## src/rtl/fetch_queue.sv

```systemverilog
// Instruction buffer between IF and PD: DEPTH-entry FIFO of {pc, ir, pr_taken}.
// An empty queue presents a NOP at the head; a flush empties it in one edge.
module fetch_queue #(
    parameter int              DEPTH = 4,
    parameter int              XLEN  = 64,
    parameter int              ILEN  = 32,
    parameter logic [ILEN-1:0] NOP   = ILEN'(32'h13)
) (
    input  logic                     clk,
    input  logic                     rst_n,
    input  logic                     flush_n,
    input  logic                     in_valid,
    input  logic [XLEN-1:0]          in_pc,
    input  logic [ILEN-1:0]          in_ir,
    input  logic                     in_pr_taken,
    output logic                     in_ready,
    output logic                     out_valid,
    output logic [XLEN-1:0]          out_pc,
    output logic [ILEN-1:0]          out_ir,
    output logic                     out_pr_taken,
    input  logic                     out_pop,
    output logic [$clog2(DEPTH):0]   count
);

    localparam int AW = $clog2(DEPTH);
    localparam int CW = AW + 1;

    logic [XLEN-1:0] pc_mem [DEPTH];
    logic [ILEN-1:0] ir_mem [DEPTH];
    logic            pr_mem [DEPTH];

    logic [AW-1:0] wp;
    logic [AW-1:0] rp;
    logic [CW-1:0] count_q;
    logic          push;
    logic          pop;

    // Full is decided by count alone, so in_ready never depends on out_pop.
    assign in_ready  = (count_q != CW'(DEPTH));
    assign out_valid = (count_q != '0);
    assign push      = in_valid & in_ready;
    assign pop       = out_pop & out_valid;
    assign count     = count_q;

    always_ff @(posedge clk or negedge rst_n) begin
        if (!rst_n) begin
            wp      <= '0;
            rp      <= '0;
            count_q <= '0;
        end else if (!flush_n) begin
            wp      <= '0;
            rp      <= '0;
            count_q <= '0;
        end else begin
            if (push) begin
                wp <= wp + AW'(1);
            end
            if (pop) begin
                rp <= rp + AW'(1);
            end
            case ({push, pop})
                2'b10:   count_q <= count_q + CW'(1);
                2'b01:   count_q <= count_q - CW'(1);
                default: count_q <= count_q;
            endcase
        end
    end

    // Storage is deliberately not reset; the empty-case forcing below hides stale data.
    always_ff @(posedge clk) begin
        if (push && flush_n) begin
            pc_mem[wp] <= in_pc;
            ir_mem[wp] <= in_ir;
            pr_mem[wp] <= in_pr_taken;
        end
    end

    always_comb begin
        out_pc       = '0;
        out_ir       = NOP;
        out_pr_taken = 1'b0;
        if (out_valid) begin
            out_pc       = pc_mem[rp];
            out_ir       = ir_mem[rp];
            out_pr_taken = pr_mem[rp];
        end
    end

endmodule

```

## config.mk

```make
export PLATFORM = sky130hd
export DESIGN_NAME = fetch_queue
export DESIGN_NICKNAME = d
export VERILOG_FILES = /design/src/rtl/fetch_queue.sv
export SDC_FILE = /design/constraint.sdc
export NUM_CORES = 1
export LEC_CHECK = 0
export ABC_CLOCK_PERIOD_IN_PS = 7800
export BUFFER_PORTS_ARGS = -buffer_cell sky130_fd_sc_hd__buf_4
export CAP_MARGIN = 0
export CORE_MARGIN = 1
export CORE_UTILIZATION = 42
export CTS_CLUSTER_DIAMETER = 60
export DETAILED_ROUTE_END_ITERATION = 16
export HOLD_SLACK_MARGIN = 0.1
export SETUP_SLACK_MARGIN = 0.15
export SLEW_MARGIN = 20
export SYNTH_ARGS = -nofsm -noshare
export SYNTH_HDL_FRONTEND = slang
export SYNTH_SLANG_ARGS = --single-unit
```

## constraint.sdc

```tcl
create_clock -name clk -period 7.8 [get_ports clk]
set_input_delay 1.56 -clock clk [delete_from_list [all_inputs] [get_ports clk]]
set_output_delay 1.56 -clock clk [all_outputs]
set_load 0.005 [all_outputs]
```

==> results of run 1 <==
power groups by stage:
stage,Combinational (mW),Clock [mW],Sequential (mW)
after floorplan,0.460,0,2.49
final,0.822,1.91,2.46
after detailed placement,0.841,0,2.51
after global placement,0.838,0,2.51
after CTS,0.844,1.96,2.46
after global routing,0.902,2.04,2.47
routing by layer:
layer / track usage / vias to the layer above / wire length, um
li1: - / 3213 / -
met1: 0.252 / 3689 / 14500
met2: 0.252 / 203 / 13700
met3: 0.0402 / 51 / 1900
met4: 0.0418 / 4 / 519
met5: 0 / - / 33
cell type report:
type	instances	share of cell area
Clock inverter	11	0.00478
Timing Repair Buffer	215	0.0887
Sequential cell	395	0.637
Inverter	8	0.00162
Multi-Input combinational cell	243	0.169
Tap cell	461	0.0311
Clock buffer	65	0.0674
synthesized netlist by cell type (all sizes together), types with 4 or more instances:
cell	n	area (um2)
nor2	12	47.6
edfxtp	388	11700
and2	94	588
nand3	6	30.0
mux4	97	2180
ha	4	50.1
dfrtp	7	175
or2	4	25.0
nand2	5	18.8
buf	18	116
clkbuf	16	60.1
inv	8	30.0
state kept, by name, summed over array words and instances (netlist names):
register  flops
pc_mem      256
pr_mem        4
rp            2
ir_mem      128
count         3
wp            2
critical path, stage by stage (launching register included):
cell,delay [ns]
dfrtp_4,0.98
buf_4,0.69
mux4_2,0.45
and2_1,0.18
buf_4,0.13
how the worst max path moves through the flow:
stage	start	end	cells after the start
after floorplan	in_valid	ir_mem[0][0]$_DFFE_PP_	3
after CTS	rp[1]$_DFFE_PN0P_	out_pc[3]	4
after detailed placement	in_valid	pc_mem[1][28]$_DFFE_PP_	4
after global routing	rp[1]$_DFFE_PN0P_	out_pc[5]	4
after global placement	in_valid	pc_mem[1][28]$_DFFE_PP_	4
final	rp[1]$_DFFE_PN0P_	out_pc[5]	4
logic make-up after synthesis:
family,synth area share
AOI/OAI and AO/OA,0.00504
xor gates and xnor gates,0.00231
adders and majority gates,0.00463
buffers and inverters,0.0136
DFF,0.781
muxes,0.144
and+or+nand+nor,0.0492
==> results.cfg, run 1 <==
[clock_tree]
clkSinkCount = 395
cts_buffers = 42
cts_buffer_depth = 3
cts_root_buffer = clkbuf_16
cts-hold-fix-buffers = 0
cts.repair.resized = 0
clkLatencyLatePin_ns = 0.52
clk_pin_slew_ns = 0.05
cts_tree = done
htree_levels = 2
postCtsSetupBuffers = 0

[routing]
dr.pass1.iters = 4
drt_iter0_drc = 427
drc = 0
wirelength_um = 30600
ant_nets = 0
avgRoutedWirePerCell_um = 21.9
vias = 7160
avgViaCountPerCell = 5.12

[place]
routabilityCongestion = 0.759
dpl-instance-area_mm2 = 0.0172
port_buffers = 203
hpwl_um = 17600
place_ws_ns = 3.59
dp.cells = 1321

[worst_setup_path]
criticalPathCategory = register to output port
reg2regPathDepth = 4
worstSetupStartpointType = register
cp.required_ns = 6.24
cp_max_fo = 54
cp.arrival_ns = 3.03
cp-end-kind = output port
worstReg2RegEnd = pc_mem[1][50]$_DFFE_PP_
rr_startpoint = count[2]$_DFFE_PN0P_
r2r_setup_slack_ns = 4.60

[layout]
finalInstanceArea_mm2 = 0.0186
final-seq-area_mm2 = 0.0118
syn2layout_area_growth_pct = 22.6
insertedDiodeCount = 0
nNetsFinal = 1012
multi_input_area_mm2 = 0.00314
fin_cells = 1398
layout_commonest_cell = edfxtp_1
final_cell_mix = edfxtp_1, buf_4, mux4_2
drive_gt1_frac = 0.404
nFillCells = 2808
fin_util = 0.523

[pwr]
swShare = 0.230
total_power_mw = 5.19
power_frac_comb = 0.158
switchingPower_mw = 1.19
clockPowerShare = 0.368
seqPwrFrac = 0.474
power.leakage_nw = 6.28
intPower_mw = 4.00
ir_drop_v = 0.000150
power_density_mw_per_mm2 = 280

[yosys]
yosys_register_bits = 395
synth_warnings = 0
syn_inst = 680
syn_avg_cell_area_um2 = 22.3
async_reset_ff_frac = 0.0177
yosysUniqueCellTypes = 33
synth_area_mm2 = 0.0151
synth_edf_count = 388
yosysSeqAreaShare = 0.781
synth_ff_type = edfxtp_1
syn_nets = 787

[hold_path]
hp-class = register to register
worstHoldStart = wp[1]$_DFFE_PN0P_
min_to = wp[1]$_DFFE_PN0P_
holdPathStages = 2

[die]
die_area_mm2 = 0.0368
ioPinCount = 204
initial_core_util = 0.427
fp-row-count = 69
coreArea_mm2 = 0.0355
die_height_um = 192
die_w_um = 192

[outcome]
status = completed

[sta]
period_minus_slack_ns = 4.59
finalSetupTns_ns = 0
drv_slew = 0
tightest_slew_ns = 1.02
finalSetupViolCount = 0
fin_ws_ns = 3.21
whs_ns = 0.581
post-route-period-util = 0.589
rsz0062_at_grt = no
fmax_ghz = 0.218
hold_viol_final = 0
fin_skew_ns = 0.00830
slew_headroom = 0.318

[global_route]
grt_max_degree = 98
antenna_found_initial = 3
grt_pass1_vias = 7529
grt_use_total = 0.169
grt_pass1_wl_um = 46000
grt_overflow = 0

[run]
max_cap_viol_count = 0
(Power assumes the default switching activity.)
==> run 2: changes to the inputs <==
Settings changed: ABC_CLOCK_PERIOD_IN_PS 7800 to 3800.
Clock period 7.8 ns to 3.8 ns, I/O delays scaled along.
==> results.cfg, run 2 (synthesis results as in run 1) <==
[worst_setup_path]
cp_max_fo = 22
critPathMaxStageDelay_ns = 0.76
criticalPathCategory = register to output port
cp.arrival_ns = 2.44
worstSetupStartpointType = register
reg2regPathDepth = 4
crit_path_top_delay_cell = dfrtp_4
cp_cell_sequence = buf_12, mux4_2, and2_1, buf_4
rr_startpoint = count[2]$_DFFE_PN0P_
r2r_setup_slack_ns = 1.49
cp.required_ns = 3.04
worstReg2RegEnd = ir_mem[0][9]$_DFFE_PP_
cp-end-kind = output port

[clock_tree]
clkSinkCount = 395
cts_buffer_depth = 3
cts_root_buffer = clkbuf_16
clk_pin_slew_ns = 0.06
cts_buffers = 42
htree_levels = 2
cts_tree = done
clkLatencyLatePin_ns = 0.52
postCtsSetupBuffers = 0

[hold_path]
holdPathStages = 1
hp-class = primary input to register
worstHoldStart = in_pc[25]
min_to = pc_mem[0][25]$_DFFE_PP_

[routing]
avgRoutedWirePerCell_um = 20.7
avgViaCountPerCell = 5.15
dr.pass1.iters = 4
drt_iter0_drc = 378
ant_nets = 0
vias = 7235
wirelength_um = 29100
drc = 0

[pwr]
power_density_mw_per_mm2 = 566
power.leakage_nw = 6.30
ir_drop_v = 0.000374

[layout]
largestRegisters = pc_mem (256), ir_mem (128), pr_mem (4)
final_cell_mix = edfxtp_1, buf_4, mux4_2
regMostFlops = pc_mem
drive_gt1_frac = 0.404
fin_cells = 1405
final-seq-area_mm2 = 0.0118
syn2layout_area_growth_pct = 23.4
nNetsFinal = 1018
multi_input_area_mm2 = 0.00314
nFillCells = 2832
layout_commonest_cell = edfxtp_1
largest_reg_flops = 256

[die]
coreArea_mm2 = 0.0355
fp-row-count = 69
die_height_um = 192
die_area_mm2 = 0.0368
initial_core_util = 0.427
die_w_um = 192
ioPinCount = 204

[sta]
rsz0062_at_grt = no
tightest_slew_ns = 0.734
slew_headroom = 0.510
post-route-period-util = 0.842
finalSetupTns_ns = 0
fmax_ghz = 0.312
period_minus_slack_ns = 3.20
hold_viol_final = 0
whs_ns = 0.438
fin_ws_ns = 0.599
fin_skew_ns = 0.0142
drv_slew = 0
finalSetupViolCount = 0

[place]
dp.cells = 1327
hpwl_um = 16900
routabilityCongestion = 0.682
place_ws_ns = 1.09
port_buffers = 203

[global_route]
grt_util_met2 = 0.255
antenna_found_initial = 2
grt_pass1_vias = 7596
grt_pass1_wl_um = 44000
grt_use_total = 0.160
grt_overflow = 0
grt.busiest_layer = met2
globalRouteMet3Util = 0.0532
use_met1 = 0.212
grt_max_degree = 98

[run]
max_cap_viol_count = 0

[outcome]
status = completed
## run 2: changes by cell type in the layout (fill, tap and decap cells not counted), sizes merged, moves of 2 or more
cell    before  now
clkinv       7   12
buf        215  220
clkbuf      65   58
bufinv       1    3
## run 2: worst max path at each step
stage,cells past startpoint,to,startpoint
after floorplan,3,ir_mem[0][0]$_DFFE_PP_,in_valid
after global placement,4,out_pc[46],rp[0]$_DFFE_PN0P_
after detailed placement,4,out_pc[46],rp[0]$_DFFE_PN0P_
after CTS,4,out_pc[46],rp[0]$_DFFE_PN0P_
after global routing,4,out_pc[53],rp[0]$_DFFE_PN0P_
final,4,out_pc[53],rp[0]$_DFFE_PN0P_
## run 2: per-layer routing
layer  part of all wire  up-vias
met3              0.078       51
met1               0.43     3762
met2               0.47      188
li1                   -     3232
met4              0.017        2
met5            0.00045        -
## run 2: worst max-delay path, delay by kind of cell, from the launching register on
family                 cells  cell delay (ns)
multiplexers               1             0.56
buffers and inverters      2             0.41
AND/OR/NAND/NOR            1             0.18
flip-flops                 1             0.76
## run 2: metrics by stage
step,util,power (mW),area [um2]
after global routing,0.526,11.0,18700
after detailed placement,0.490,6.87,17400
after global placement,0.490,6.87,17400
after CTS,0.526,10.7,18700
after floorplan,-,6.05,15200
final,0.527,10.6,18700
## run 2: report_power, final
part	internal, mW	leakage [nW]	switching [mW]
logic	0.944	2.06	0.736
clock network	2.29	0.628	1.56
registers	4.97	3.61	0.0881
total	8.20	6.30	2.38
## run 2: what timing repair did
item | CTS | global route
hold buffers | 1 | 0
resized for setup | 0 | 0
hold endpoints to repair | 7 | 0
## run 2: final cells by class
class,count,area share
diodes,1,0.000134
clock buffers,58,0.0606
clock inverters,18,0.00891
inverters,8,0.00161
multi-input cells,243,0.168
flip-flops and latches,395,0.633
well taps,461,0.0309
repair buffers,221,0.0963
==> run 3: changes to the inputs <==
Settings changed: ABC_AREA set to 1, ABC_CLOCK_PERIOD_IN_PS 3800 to 2700.
Clock period 3.8 ns to 2.7 ns, I/O delays scaled along.
==> results.cfg, run 3 <==
[clock_tree]
cts_root_buffer = clkbuf_16
cts_buffers = 42
clkLatencyLatePin_ns = 0.55
clk_pin_slew_ns = 0.06
cts_buffer_depth = 3
cts_tree = done
clkSinkCount = 395
htree_levels = 2

[yosys]
synth.area.top_cells = edfxtp_1, nor2_1, a21oi_1
synth_ff_type = edfxtp_1
yosysUniqueCellTypes = 24
ys_top_cells_by_count = edfxtp_1, nor2_1, a21oi_1
yosysTopAreaCell = edfxtp_1
syn_inst = 1210
async_reset_ff_frac = 0.0177
syn_avg_cell_area_um2 = 12.8
yosysSeqAreaShare = 0.764
synth_area_mm2 = 0.0155
synth_most_common_cell = edfxtp_1
synth_edf_count = 388
yosys_register_bits = 395
synth_top_area_frac = 0.752
synth_warnings = 0
syn_nets = 1317

[sta]
rsz0062_at_grt = yes
finalSetupViolCount = 0
period_minus_slack_ns = 2.58
drv_slew = 0
fmax_ghz = 0.387
slew_headroom = 0.739
whs_ns = 0.187
fin_skew_ns = 0.0150
tightest_slew_ns = 0.392
hold_viol_final = 0
post-route-period-util = 0.957
finalSetupTns_ns = 0

[die]
coreArea_mm2 = 0.0359
ioPinCount = 204
die_height_um = 194
die_w_um = 194
die_area_mm2 = 0.0376
initial_core_util = 0.431
fp-row-count = 69

[layout]
multi_input_area_mm2 = 0.00370
drive_gt1_frac = 0.308
nFillCells = 2857
layout_commonest_cell = edfxtp_1
regMostFlops = pc_mem
final_cell_mix = edfxtp_1, nor2_1, buf_4
syn2layout_area_growth_pct = 34.2
largest_reg_flops = 256
final-seq-area_mm2 = 0.0118
nNetsFinal = 1569
largestRegisters = pc_mem (256), ir_mem (128), pr_mem (4)

[global_route]
grt_pass1_wl_um = 59900
grt_pass1_vias = 9820
grt.busiest_layer = met2
grt_use_total = 0.214
use_met1 = 0.281
grt_overflow = 0
grt_max_degree = 60
grt_util_met2 = 0.361
antenna_found_initial = 2
globalRouteMet3Util = 0.0398

[worst_setup_path]
cp.required_ns = 2.16
criticalPathCategory = register to output port
crit_buf_inv = 4
cp_max_fo = 8
critPathMaxStageDelay_ns = 0.51
crit_path_top_delay_cell = dfrtp_4
path_delay_family = buffers and inverters
cp.arrival_ns = 2.04
cp_cell_sequence = buf_12, buf_16, clkbuf_16, nor2_2, nor2_1, o21ai_1, a21oi_1, buf_4
worstSetupStartpointType = register
cp-end-kind = output port

[pwr]
power_frac_comb = 0.377
intPower_mw = 13.7
swShare = 0.322
switchingPower_mw = 6.52
clockPowerShare = 0.265
power_density_mw_per_mm2 = 975
seqPwrFrac = 0.358
power.leakage_nw = 7.44
ir_drop_v = 0.000518

[hold_path]
hp-class = primary input to register

[routing]
wirelength_um = 43500
drc = 0
avgViaCountPerCell = 5.27
drt_iter0_drc = 701
avgRoutedWirePerCell_um = 22.3
ant_nets = 0
vias = 10300
dr.pass1.iters = 5

[place]
hpwl_um = 19100
routabilityCongestion = 0.717
port_buffers = 203

[outcome]
status = completed

[run]
max_cap_viol_count = 0
run 3: cell types whose count changed after synthesis, moves of 4 or more:
cell,before,now
a21oi_1,3,103
and2_1,94,0
buf_2,12,19
buf_4,1,18
buf_6,1,5
clkbuf_1,16,22
clkbuf_2,0,9
inv_1,8,12
mux4_2,97,0
nand2_1,5,28
nor2_1,11,381
o21ai_0,2,100
o21ai_1,0,94
or2_1,4,0
run 3: path summary, 6_finish.rpt:
kind,startpoint,to,slack [ns],cells after the start
max,rp[0]$_DFFE_PN0P_,out_pc[29],0.12,8
min,in_pc[32],pc_mem[3][32]$_DFFE_PP_,0.19,1
max reg2reg,count[1]$_DFFE_PN0P_,count[2]$_DFFE_PN0P_,0.52,12
min reg2reg,count[0]$_DFFE_PN0P_,count[0]$_DFFE_PN0P_,0.62,3
max in group asynchronous,rst_n,rp[0]$_DFFE_PN0P_,2.18,2
min in group asynchronous,rst_n,rp[1]$_DFFE_PN0P_,0.37,2
run 3: stage by stage:
step                cells  cell area, um2  total power [mW]   util  setup slack (ns)
floorplan            1210           15500              10.0      -           -0.0216
global route         1954           20800              21.1  0.578           0.00718
global placement     1821           17600              12.6  0.491             0.481
detailed placement   1821           17600              12.7  0.491             0.454
CTS                  1928           19800              19.4  0.552             0.104
finish               1954           20800              20.2  0.578             0.117
run 3: power groups by stage:
stage,Sequential (mW),Combinational [mW],Clock [mW]
floorplan,7.33,2.69,0
global placement,7.35,5.28,0
detailed placement,7.36,5.32,0
CTS,7.23,6.69,5.45
global route,7.27,8.14,5.68
finish,7.24,7.63,5.37
run 3: per-layer routing:
layer,share of wire,vias to the layer above
li1,-,4829
met3,0.063,63
met5,0.00039,-
met1,0.43,5065
met4,0.022,2
met2,0.49,335
run 3: cell families after synthesis:
logic type | Yosys count | share of synthesized area
simple gates | 420 | 0.103
flops | 395 | 0.764
buf+inv | 91 | 0.0314
compound gates | 297 | 0.0960
xor+xnor | 2 | 0.00113
fa+ha+maj | 5 | 0.00453
run 3: worst register-to-register path: stages, from the launching register on:
cell and delay [ns]:
dfrtp_2 0.45, nor2_4 0.19, nand2_4 0.13, nand2_1 0.15, inv_1 0.07, nand2_1 0.13
inv_1 0.07, fa_1 0.41, xor2_1 0.19, nand3_1 0.10, nand2_1 0.09, nand2_1 0.05
nand2_1 0.08
run 3: final cells by class:
class | count | share of cell area
inverter | 15 | 0.00530
timing repair buffer | 281 | 0.155
clock buffer | 49 | 0.0549
multi-input combinational | 724 | 0.178
tap | 461 | 0.0278
timing repair inverter | 3 | 0.00199
sequential | 395 | 0.570
antenna | 1 | 0.000120
clock inverter | 25 | 0.00699
run 3: what timing repair did:
item,4_1_cts,5_1_grt
endpoints found under the hold margin,7,0
gates cloned,21,17
hold buffers,1,0
setup buffers,11,8
gates resized for setup,67,162
pin swaps,21,94
endpoints found under the setup margin,97,93
